[config.mk]
export PLATFORM = sky130hd
export DESIGN_NAME = mem_refill_controller
export DESIGN_NICKNAME = d
export VERILOG_FILES = /design/src/rtl/mem_refill_controller.sv
export SDC_FILE = /design/constraint.sdc
export NUM_CORES = 1
export LEC_CHECK = 0
export CAP_MARGIN = 5
export CORE_ASPECT_RATIO = 1.75
export CORE_MARGIN = 2
export CORE_UTILIZATION = 30
export CTS_BUF_LIST = sky130_fd_sc_hd__clkbuf_8
export CTS_CLUSTER_SIZE = 40
export DETAILED_ROUTE_END_ITERATION = 6
export PLACE_DENSITY_LB_ADDON = 0.1
export SETUP_SLACK_MARGIN = 0.5
export SKIP_CTS_REPAIR_TIMING = 1
export SYNTH_ARGS = -nofsm -noshare
export SYNTH_HDL_FRONTEND = slang
export SYNTH_SLANG_ARGS = --single-unit
[constraint.sdc]
create_clock -name clk -period 4.3 [get_ports clk]
set_input_delay 1.29 -clock clk [delete_from_list [all_inputs] [get_ports clk]]
set_output_delay 1.29 -clock clk [all_outputs]
set_load 0.1 [all_outputs]
[src/rtl/mem_refill_controller.sv]
// Cache-line refill controller: issues one memory request per miss and
// gathers NUM_BEATS beats into a block, optionally critical-word-first.
module mem_refill_controller #(
    parameter int ADDR_WIDTH     = 16,
    parameter int MEM_DATA_WIDTH = 40,
    parameter int NUM_BEATS      = 8,
    parameter int CWF_EN         = 1,
    parameter int TIMEOUT_CYCLES = 64
) (
    input  logic                                clk,
    input  logic                                rst,
    input  logic                                i_halt,
    input  logic [ADDR_WIDTH-1:0]               i_req_addr,
    input  logic                                i_req_valid,
    output logic                                o_req_ready,
    output logic [ADDR_WIDTH-1:0]               o_mem_req_addr,
    output logic                                o_mem_req_valid,
    input  logic                                i_mem_req_ready,
    input  logic [MEM_DATA_WIDTH-1:0]           i_mem_data,
    input  logic                                i_mem_data_valid,
    output logic                                o_mem_ready,
    output logic [NUM_BEATS*MEM_DATA_WIDTH-1:0] o_block_data,
    output logic                                o_block_data_valid,
    output logic [MEM_DATA_WIDTH-1:0]           o_crit_word,
    output logic                                o_crit_word_valid,
    output logic                                o_timeout_err,
    output logic                                o_busy
);

    localparam int OFS_W = $clog2(NUM_BEATS);
    localparam int STL_W = $clog2(TIMEOUT_CYCLES + 1);
    localparam logic [OFS_W:0]   LAST_BEAT = (OFS_W+1)'(NUM_BEATS - 1);
    localparam logic [STL_W-1:0] LAST_STALL = STL_W'(TIMEOUT_CYCLES - 1);

    typedef enum logic [1:0] {
        IDLE = 2'd0,
        REQ  = 2'd1,
        RECV = 2'd2,
        DONE = 2'd3
    } state_t;

    state_t                  state;
    logic [ADDR_WIDTH-1:0]   addr_q;
    logic [OFS_W:0]          beat_cnt;
    logic [STL_W-1:0]        stall_cnt;
    logic                    crit_pend;
    logic                    to_pend;

    logic [OFS_W-1:0]        ofs;
    logic [OFS_W-1:0]        start;
    logic [OFS_W-1:0]        slot;
    logic [ADDR_WIDTH-1:0]   mem_addr;

    assign ofs   = addr_q[OFS_W-1:0];
    assign start = (CWF_EN != 0) ? ofs : '0;
    // Slot index wraps naturally in OFS_W bits.
    assign slot  = start + beat_cnt[OFS_W-1:0];

    assign mem_addr = (CWF_EN != 0) ? addr_q
                    : {addr_q[ADDR_WIDTH-1:OFS_W], {OFS_W{1'b0}}};

    assign o_req_ready        = (state == IDLE) & ~i_halt;
    assign o_mem_req_valid    = (state == REQ) & ~i_halt;
    assign o_mem_req_addr     = (state == REQ) ? mem_addr : '0;
    assign o_mem_ready        = (state == RECV) & ~i_halt;
    // Pulses are held pending across halt and released on the next live cycle.
    assign o_block_data_valid = (state == DONE) & ~i_halt;
    assign o_crit_word_valid  = crit_pend & ~i_halt;
    assign o_timeout_err      = to_pend & ~i_halt;
    assign o_busy             = (state != IDLE);

    // Refill FSM with beat gathering, stall watchdog and pending pulses.
    always_ff @(posedge clk) begin
        if (rst) begin
            state        <= IDLE;
            addr_q       <= '0;
            beat_cnt     <= '0;
            stall_cnt    <= '0;
            crit_pend    <= 1'b0;
            to_pend      <= 1'b0;
            o_block_data <= '0;
            o_crit_word  <= '0;
        end else if (!i_halt) begin
            crit_pend <= 1'b0;
            to_pend   <= 1'b0;
            unique case (state)
                IDLE: begin
                    if (i_req_valid) begin
                        addr_q <= i_req_addr;
                        state  <= REQ;
                    end
                end
                REQ: begin
                    if (i_mem_req_ready) begin
                        beat_cnt  <= '0;
                        stall_cnt <= '0;
                        state     <= RECV;
                    end
                end
                RECV: begin
                    if (i_mem_data_valid) begin
                        o_block_data[int'(slot)*MEM_DATA_WIDTH +: MEM_DATA_WIDTH]
                            <= i_mem_data;
                        if (slot == ofs) begin
                            o_crit_word <= i_mem_data;
                            crit_pend   <= 1'b1;
                        end
                        beat_cnt  <= beat_cnt + 1'b1;
                        stall_cnt <= '0;
                        if (beat_cnt == LAST_BEAT) begin
                            state <= DONE;
                        end
                    end else begin
                        stall_cnt <= stall_cnt + 1'b1;
                        if (stall_cnt == LAST_STALL) begin
                            to_pend <= 1'b1;
                            state   <= IDLE;
                        end
                    end
                end
                DONE: begin
                    state <= IDLE;
                end
            endcase
        end
    end

endmodule
## After elaboration in Yosys (flattened, before gate mapping)

Index checks and enable logic that the tools add are counted.

| storage, ports and cells | value |
|---|---|
| register bits | 391 |
| bits in latches | 0 |
| memory bits (writable) | 0 |
| bits in read-only memories | 0 |
| input port bits | 62 |
| output and inout bits | 383 |
| memories kept | 0 |

| operators by class | value |
|---|---|
| add/subtract/negate cells | 4 |
| multipliers | 1 |
| div/mod/pow operators | 0 |
| $lt $le $gt $ge | 0 |
| equality and inequality tests | 11 |
| shifts and indexed selects | 2 |
| multiplexer cells | 20 |
| bitwise gates (word level) | 7 |
| reductions and logical operators | 9 |

Operators by type and width:

| kind | count |
|---|---|
| 320-bit bitwise mux | 1 |
| 40-bit by 33-bit variable shift with 320-bit output, first input constant | 1 |
| 40-bit by 33-bit variable part select with 320-bit output | 1 |
| 9-bit negator with 33-bit output | 1 |
| 16-bit 2-to-1 mux | 1 |
| 7-bit 2-to-1 mux | 2 |
| 7-bit one-hot mux with 2 select lines | 1 |
| 2-bit 2-to-1 mux | 5 |
| 3-bit AND reduction | 3 |
| 4-bit 2-to-1 mux | 2 |
| 2-bit one-hot mux with 4 select lines | 1 |
| 4-bit one-hot mux with 2 select lines | 1 |
| 4-bit AND reduction | 2 |
| 7-bit by 1-bit adder with 7-bit output, second input constant | 1 |
| 7-bit by 6-bit == test with 1-bit output, second input constant | 1 |
| 1-bit bitwise AND | 6 |
| 3-bit by 3-bit multiplier with 6-bit output, second input constant | 1 |
| 1-bit 2-to-1 mux | 6 |
| 2-bit inequality test, second input constant | 3 |
| 3-bit by 2-bit inequality test with 1-bit output, second input constant | 2 |
| 5-bit AND reduction | 1 |
| 4-bit by 1-bit adder with 4-bit output, second input constant | 1 |
| 2-bit == test, second input constant | 2 |
| 4-bit by 3-bit == test with 1-bit output, second input constant | 1 |
| 6 further kinds | 7 |

## Depth between registers and ports, before layout

Gate-level depths: netlist (run 1).

| depth | value |
|---|---|
| depth in word-level cells | 5 |
| gate-level depth with buffers | 20 |
| mapped depth without buffers | 17 |

## Least setup slack after synthesis (run 1)

No wires, ideal clock.

| path | value |
|---|---|
| path type | in2out |
| start | in i_halt |
| end | out o_mem_ready |
| data arrival time | 3889 ps |
| data required time | 3010 ps |
| path slack | -879 ps |
| stages | 3 |
| path buffers | 2 |
| cell sequence | clkbuf_1 -> clkbuf_1 -> nor3b_1 |

| on the way | value |
|---|---|
| word-level cells in the longest chain between the ends | 2 |

RTL lines:

| element | line | source |
|---|---|---|
| from (decl) | 12 | `input logic i_halt,` |
| 1-bit inverter (no line) | - |  |
| 1-bit bitwise AND | 65 | `assign o_mem_ready = (state == RECV) & ~i_halt;` |
| to (decl) | 21 | `output logic o_mem_ready,` |

Every way passes these cells.

## Worst setup path after layout (run 1)

| path | value |
|---|---|
| start | reg beat_cnt[0] |
| end | reg o_block_data[239] |

| on the way | value |
|---|---|
| word-level cells in the longest chain between the ends | 5 |

RTL lines:

| element | line | source |
|---|---|---|
| from (decl) | 44 | `logic [OFS_W:0] beat_cnt;` |
| from (signal assigned) | 108 | `beat_cnt <= beat_cnt + 1'b1;` |
| 3-bit adder * | 57 | `assign slot = start + beat_cnt[OFS_W-1:0];` |
| 3-bit by 3-bit multiplier with 6-bit output * | 102 | `o_block_data[int'(slot)*MEM_DATA_WIDTH +: MEM_DATA_WIDTH]` |
| 9-bit negator with 33-bit output * | 102 |  |
| 40-bit by 33-bit variable part select with 320-bit output / 40-bit by 33-bit variable shift with 320-bit output (equally long branches) | 102 |  |
| 320-bit bitwise mux * | 102 |  |
| to (signal assigned) | 81 | `o_block_data <= '0;` |
| to (decl) | 22 | `output logic [NUM_BEATS*MEM_DATA_WIDTH-1:0] o_block_data,` |

Mark *: on every way between the ends. The rest lies on a longest branch, timed or not.
A chain may end at the register's enable or synchronous reset.

==> flow_metrics.tcl, run 1 <==
set metrics [dict create \
    status "complete, but fails checks" \
    violations "DRC" \
    hpwl_mm 67.2 \
    yosys.area_share.simple 0.185 \
    routabilityCongestion 0.971 \
    synth_compound_area_frac 0.258 \
    synth_warnings 0 \
    drt-total-wl_mm 88.6 \
    cts_tree "built" \
    grt_remaining_overflow 0 \
    final_common_cell "dfxtp_1" \
    synth_top_cell_area_share 0.447 \
    hold_depth 2 \
    finalNetCount 2731 \
    drc 1 \
    tns_ns 0 \
    synth_top_family_by_area "compound AO/OA/AOI/OAI gates" \
    drt_iter0_drc 1297 \
    fin_worst_skew_ns 0.0176 \
    yosys_most_used_dff "dfxtp_1" \
    period_minus_slack_ns 3.99 \
    hold_viol 0 \
    row_count 117 \
    ios 445 \
    leakage_nw 9.86 \
    final_cell_mix "dfxtp_1, nor2_1, clkdlybuf4s50_1" \
    root_buffer "clkbuf_8" \
    async_flop_share 0 \
    wl_per_cell_um 25.5 \
    drive_above_1_share 0.263 \
    worst_setup_path_start_kind "register" \
    drt_pass1_iterations 7 \
    rsz0062_at_grt "true" \
    grt_use_total 0.275 \
    syn_to_final_growth_pct 56.5 \
    cp_data_required_time_ns 4.89 \
    die_y_um 323 \
    core_area_um2 58000 \
    setup_violations 0 \
    synthDistinctLibCells 69 \
    cts_made_buffers 60 \
    finalHoldWorstSlack_ns 0.451 \
    die_area_um2 60300 \
    min_period_over_period 0.927 \
    synthMuxAreaShare 0.0528 \
    drv_slew 0 \
    path_class "register to register" \
    grt_max_degree 151 \
    yosys.area_share.adder 0.00758 \
    die_w_um 187 \
    cts_buffer_depth 3 \
    yosys-top-cells-area "dfxtp_1, a211oi_1, nor2_1, nand2_1, a21oi_1" \
    grt_pass1_wl_mm 123 \
    synth.net_count 2140 \
    power_density_nw_per_um2 353 \
    crit_fanout 8 \
    synth-seq-area-share 0.447 \
    met2WireLength_mm 45.8 \
    initial_utilization 0.302 \
    worstSkewPairLatency_ns 0.67 \
    syn_area_per_cell_um2 8.46 \
    peakVddDrop_uv 230 \
    grt_pass1_vias 17900 \
    critPathCaptureType "register" \
    cts.clk_slew.worst_paths_ns 0.07 \
    reg2regPathDepth 21 \
    yosys.area.top_type "dfxtp_1" \
    port_buffers 444 \
    post-route-util 0.472 \
    power.total_mw 9.68 \
    synth.cell_area_um2 17500 \
    htreeDepth 2 \
    synth_edf_count 0 \
    fmax_ghz 0.251 \
    ant_nets 0 \
    wl_met1_mm 31.2 \
    antenna_found_initial 1 \
    hp-class "register to register" \
    synth-xor-area-share 0.00544 \
    worst_pin_slew_ns 1.10 \
    ys_ff_latch 391 \
    max_slew_margin 0.264 \
    vias 18800 \
    wl_met3_mm 5.69 \
    drv_cap 0 \
    synthCells 2068 \
    cts_sinks 391 \
    via_per_inst 5.39 \
    highest_layer "met4" \
    crit_arrival_ns 4.58 \
]
power breakdown:
group / internal, mW / total, mW / leakage, nW / switching, mW
Combinational: 0.790 / 2.41 / 5.91 / 1.62
Clock: 2.07 / 3.63 / 0.791 / 1.56
Sequential: 3.63 / 3.64 / 3.15 / 0.00909
final cells by class:
cell class,count,area [µm²]
Sequential cell,391,7830
Clock inverter,33,335
Tap cell,773,967
Inverter,17,63.8
Antenna cell,1,2.50
Multi-Input combinational cell,1486,10300
Fill cell,5795,30600
Timing Repair Buffer,703,6750
Clock buffer,79,1090
flip-flops by register name (all words and copies together) (netlist names):
name,flops
o_block_data,320
o_crit_word,40
addr_q,16
stall_cnt,7
beat_cnt,4
state,2
crit_pend,1
to_pend,1
final timing paths:
kind / slack [ns] / to / start
worst max register to register: 0.31 / o_block_data[239]$_SDFFE_PP0P_ / beat_cnt[0]$_SDFFE_PP0P_
worst min register to register: 0.45 / addr_q[13]$_SDFFE_PP0P_ / addr_q[13]$_SDFFE_PP0P_
worst max-delay path: 0.31 / o_block_data[239]$_SDFFE_PP0P_ / beat_cnt[0]$_SDFFE_PP0P_
worst min-delay path: 0.45 / addr_q[13]$_SDFFE_PP0P_ / addr_q[13]$_SDFFE_PP0P_
critical path, cell delays in order, from the launching register on:
cell      delay (ns)
dfxtp_4         0.36
ha_4            0.16
fa_2            0.42
xnor2_4         0.16
xnor2_2         0.19
ha_2            0.22
ha_4            0.14
inv_2           0.04
ha_4            0.21
or2_4           0.24
nor2_4          0.13
ha_4            0.21
nand2_4         0.08
mux2i_4         0.19
buf_6           0.14
buf_6           0.09
nand3_4         0.15
nor3_4          0.26
buf_6           0.18
buf_6           0.10
nor2_1          0.03
a211oi_1        0.19
layer usage:
metal,vias up,track usage
met5,-,0
met4,0,0.168
met3,265,0.0532
met2,876,0.510
met1,8924,0.284
li1,8724,-
cell usage after synthesis (all sizes together) (18+ instances only):
library cell,instances
clkbuf,139
mux2,18
a21oi,144
nand2,213
and2,24
o22a,35
nor3,27
a211oi,239
mux2i,72
o22ai,18
a22oi,27
nor2,380
buf,39
dfxtp,391
o211a,20
metrics by stage:
| stage | instances | cell area, µm² | setup WS, ns |
|---|---|---|---|
| 4_1_cts | 3383 | 25600 | -0.0504 |
| 3_5_place_dp | 3271 | 24200 | -0.0131 |
| 6_report | 3483 | 27400 | 0.312 |
| 5_1_grt | 3483 | 27400 | 0.199 |
| 2_1_floorplan | 2068 | 18600 | -0.0168 |
| 3_3_place_gp | 3271 | 24200 | 0.0677 |
logic make-up after synthesis:
| kind of cell | Yosys count |
|---|---|
| xor gates and xnor gates | 10 |
| DFF | 391 |
| AOI/OAI and AO/OA | 627 |
| and+or+nand+nor | 745 |
| adders and majority gates | 10 |
| buffers and inverters | 195 |
| muxes | 90 |
(Power assumes the default switching activity.)
==> run 2, diff against run 1 <==
CORE_MARGIN = default   (was 2)
==> run 2 against run 1 <==
Routed wire length fell by 0.84%. Register-to-register slack barely moved. Cell area rose by 1.8%. Critical path depth fell by 3. Clock power rose by 3%. The run now ends clean.
==> flow_metrics.tcl, run 2 (synthesized netlist as in run 1, its figures left out) <==
set metrics [dict create \
    cts.clk_slew.worst_paths_ns 0.07 \
    antenna_found_initial 1 \
    finalHoldWorstSlack_ns 0.453 \
    row_count 116 \
    grt_remaining_overflow 0 \
    hold_depth 2 \
    hpwl_mm 65.6 \
    grt_use_total 0.276 \
    fmax_ghz 0.251 \
    cts_made_buffers 60 \
    leakage_nw 10.0 \
    hp-class "register to register" \
    path_class "register to register" \
    cts_buffer_depth 3 \
    worstSkewPairLatency_ns 0.68 \
    reg2regPathDepth 18 \
    worst_setup_path_start_kind "register" \
    final_common_cell "dfxtp_1" \
    wl_per_cell_um 25.2 \
    regMostFlops "o_block_data" \
    htreeDepth 2 \
    setup_violations 0 \
    stdcell_area_um2 27900 \
    drv_cap 0 \
    reg.largest.list "o_block_data x320, o_crit_word x40, addr_q x16" \
    n_fill_cell 5643 \
    period_minus_slack_ns 3.99 \
    grt_pass1_vias 18000 \
    largest_reg_flops 320 \
    setup_ws_ns 0.309 \
    finalNetCount 2739 \
    core_area_um2 57500 \
    die_w_um 185 \
    die_area_um2 59300 \
    place_ws_ns 0.181 \
    grt_max_degree 139 \
    ios 445 \
    routabilityCongestion 0.951 \
    critPathCaptureType "register" \
    drt_iter0_drc 1168 \
    port_buffers 444 \
    syn_to_final_growth_pct 59.3 \
    fin_worst_skew_ns 0.0203 \
    grt_pass1_wl_mm 120 \
    via_per_inst 5.42 \
    peakVddDrop_uv 274 \
    status "completed" \
    crit_arrival_ns 4.56 \
    root_buffer "clkbuf_8" \
    cp_data_required_time_ns 4.87 \
    worst_pin_slew_ns 1.10 \
    rsz0062_at_grt "true" \
    max_slew_margin 0.267 \
    stdcell_count 3486 \
    post-place-cells 3269 \
    drc 0 \
    min_period_over_period 0.928 \
    power.total_mw 9.89 \
    ant_nets 0 \
    final_cell_mix "dfxtp_1, clkdlybuf4s50_1, nor2_1" \
    drive_above_1_share 0.288 \
    drt_pass1_iterations 5 \
    placed_area_um2 24200 \
    vias 18900 \
    cts_sinks 391 \
    drt-total-wl_mm 87.9 \
    cts_tree "built" \
    initial_utilization 0.304 \
    hold_viol 0 \
    crit_fanout 12 \
    power_density_nw_per_um2 355 \
    die_y_um 321 \
    drv_slew 0 \
]
==> run 2: power breakdown <==
group          total (mW)  internal (mW)  switching (mW)
Sequential           3.64           3.63         0.00934
Combinational        2.51          0.841            1.67
Clock                3.74           2.15            1.60
Total                9.89           6.62            3.27
==> run 2: per-layer routing <==
metal / up-vias / track usage / part of all wire / wire length, µm
met4: 0 / 0.171 / 0.071 / 6270
li1: 8733 / - / - / -
met5: - / 0 / 0 / 0
met1: 9046 / 0.282 / 0.34 / 30300
met2: 866 / 0.511 / 0.52 / 45800
met3: 263 / 0.0519 / 0.063 / 5540
==> run 2: layout make-up <==
class / instances / area (µm²) / area share
Tap cell: 767 / 960 / 0.0344
Clock buffer: 76 / 1050 / 0.0375
Sequential cell: 391 / 7830 / 0.281
Antenna cell: 1 / 2.50 / 0.0000898
Multi-Input combinational cell: 1485 / 10700 / 0.386
Clock inverter: 37 / 408 / 0.0146
Inverter: 17 / 63.8 / 0.00229
Timing Repair Buffer: 712 / 6820 / 0.245
==> run 2: path summary, 6_finish.rpt <==
path                       startpoint                             end  slack (ns)
max          beat_cnt[0]$_SDFFE_PP0P_  o_block_data[153]$_SDFFE_PP0P_        0.31
min            addr_q[3]$_SDFFE_PP0P_          addr_q[3]$_SDFFE_PP0P_        0.45
max reg2reg  beat_cnt[0]$_SDFFE_PP0P_  o_block_data[153]$_SDFFE_PP0P_        0.31
min reg2reg    addr_q[3]$_SDFFE_PP0P_          addr_q[3]$_SDFFE_PP0P_        0.45
==> run 2: worst max-delay path, stage by stage, from the launching register on <==
cell      delay (ns)
dfxtp_4         0.36
ha_4            0.16
fa_2            0.43
xnor2_4         0.16
xnor2_2         0.20
ha_2            0.22
ha_4            0.13
inv_2           0.04
ha_4            0.20
or2_4           0.27
nor2_4          0.11
ha_4            0.22
nand2_4         0.08
mux2i_4         0.22
buf_6           0.17
nand2_4         0.15
o32ai_4         0.28
o311ai_0        0.29
o211a_1         0.19
==> run 2: through the flow <==
step,utilization,TNS [ns]
2_1_floorplan,-,-0.0337
3_3_place_gp,0.420,0
3_5_place_dp,0.420,0
4_1_cts,0.446,0
5_1_grt,0.485,0
6_report,0.485,0
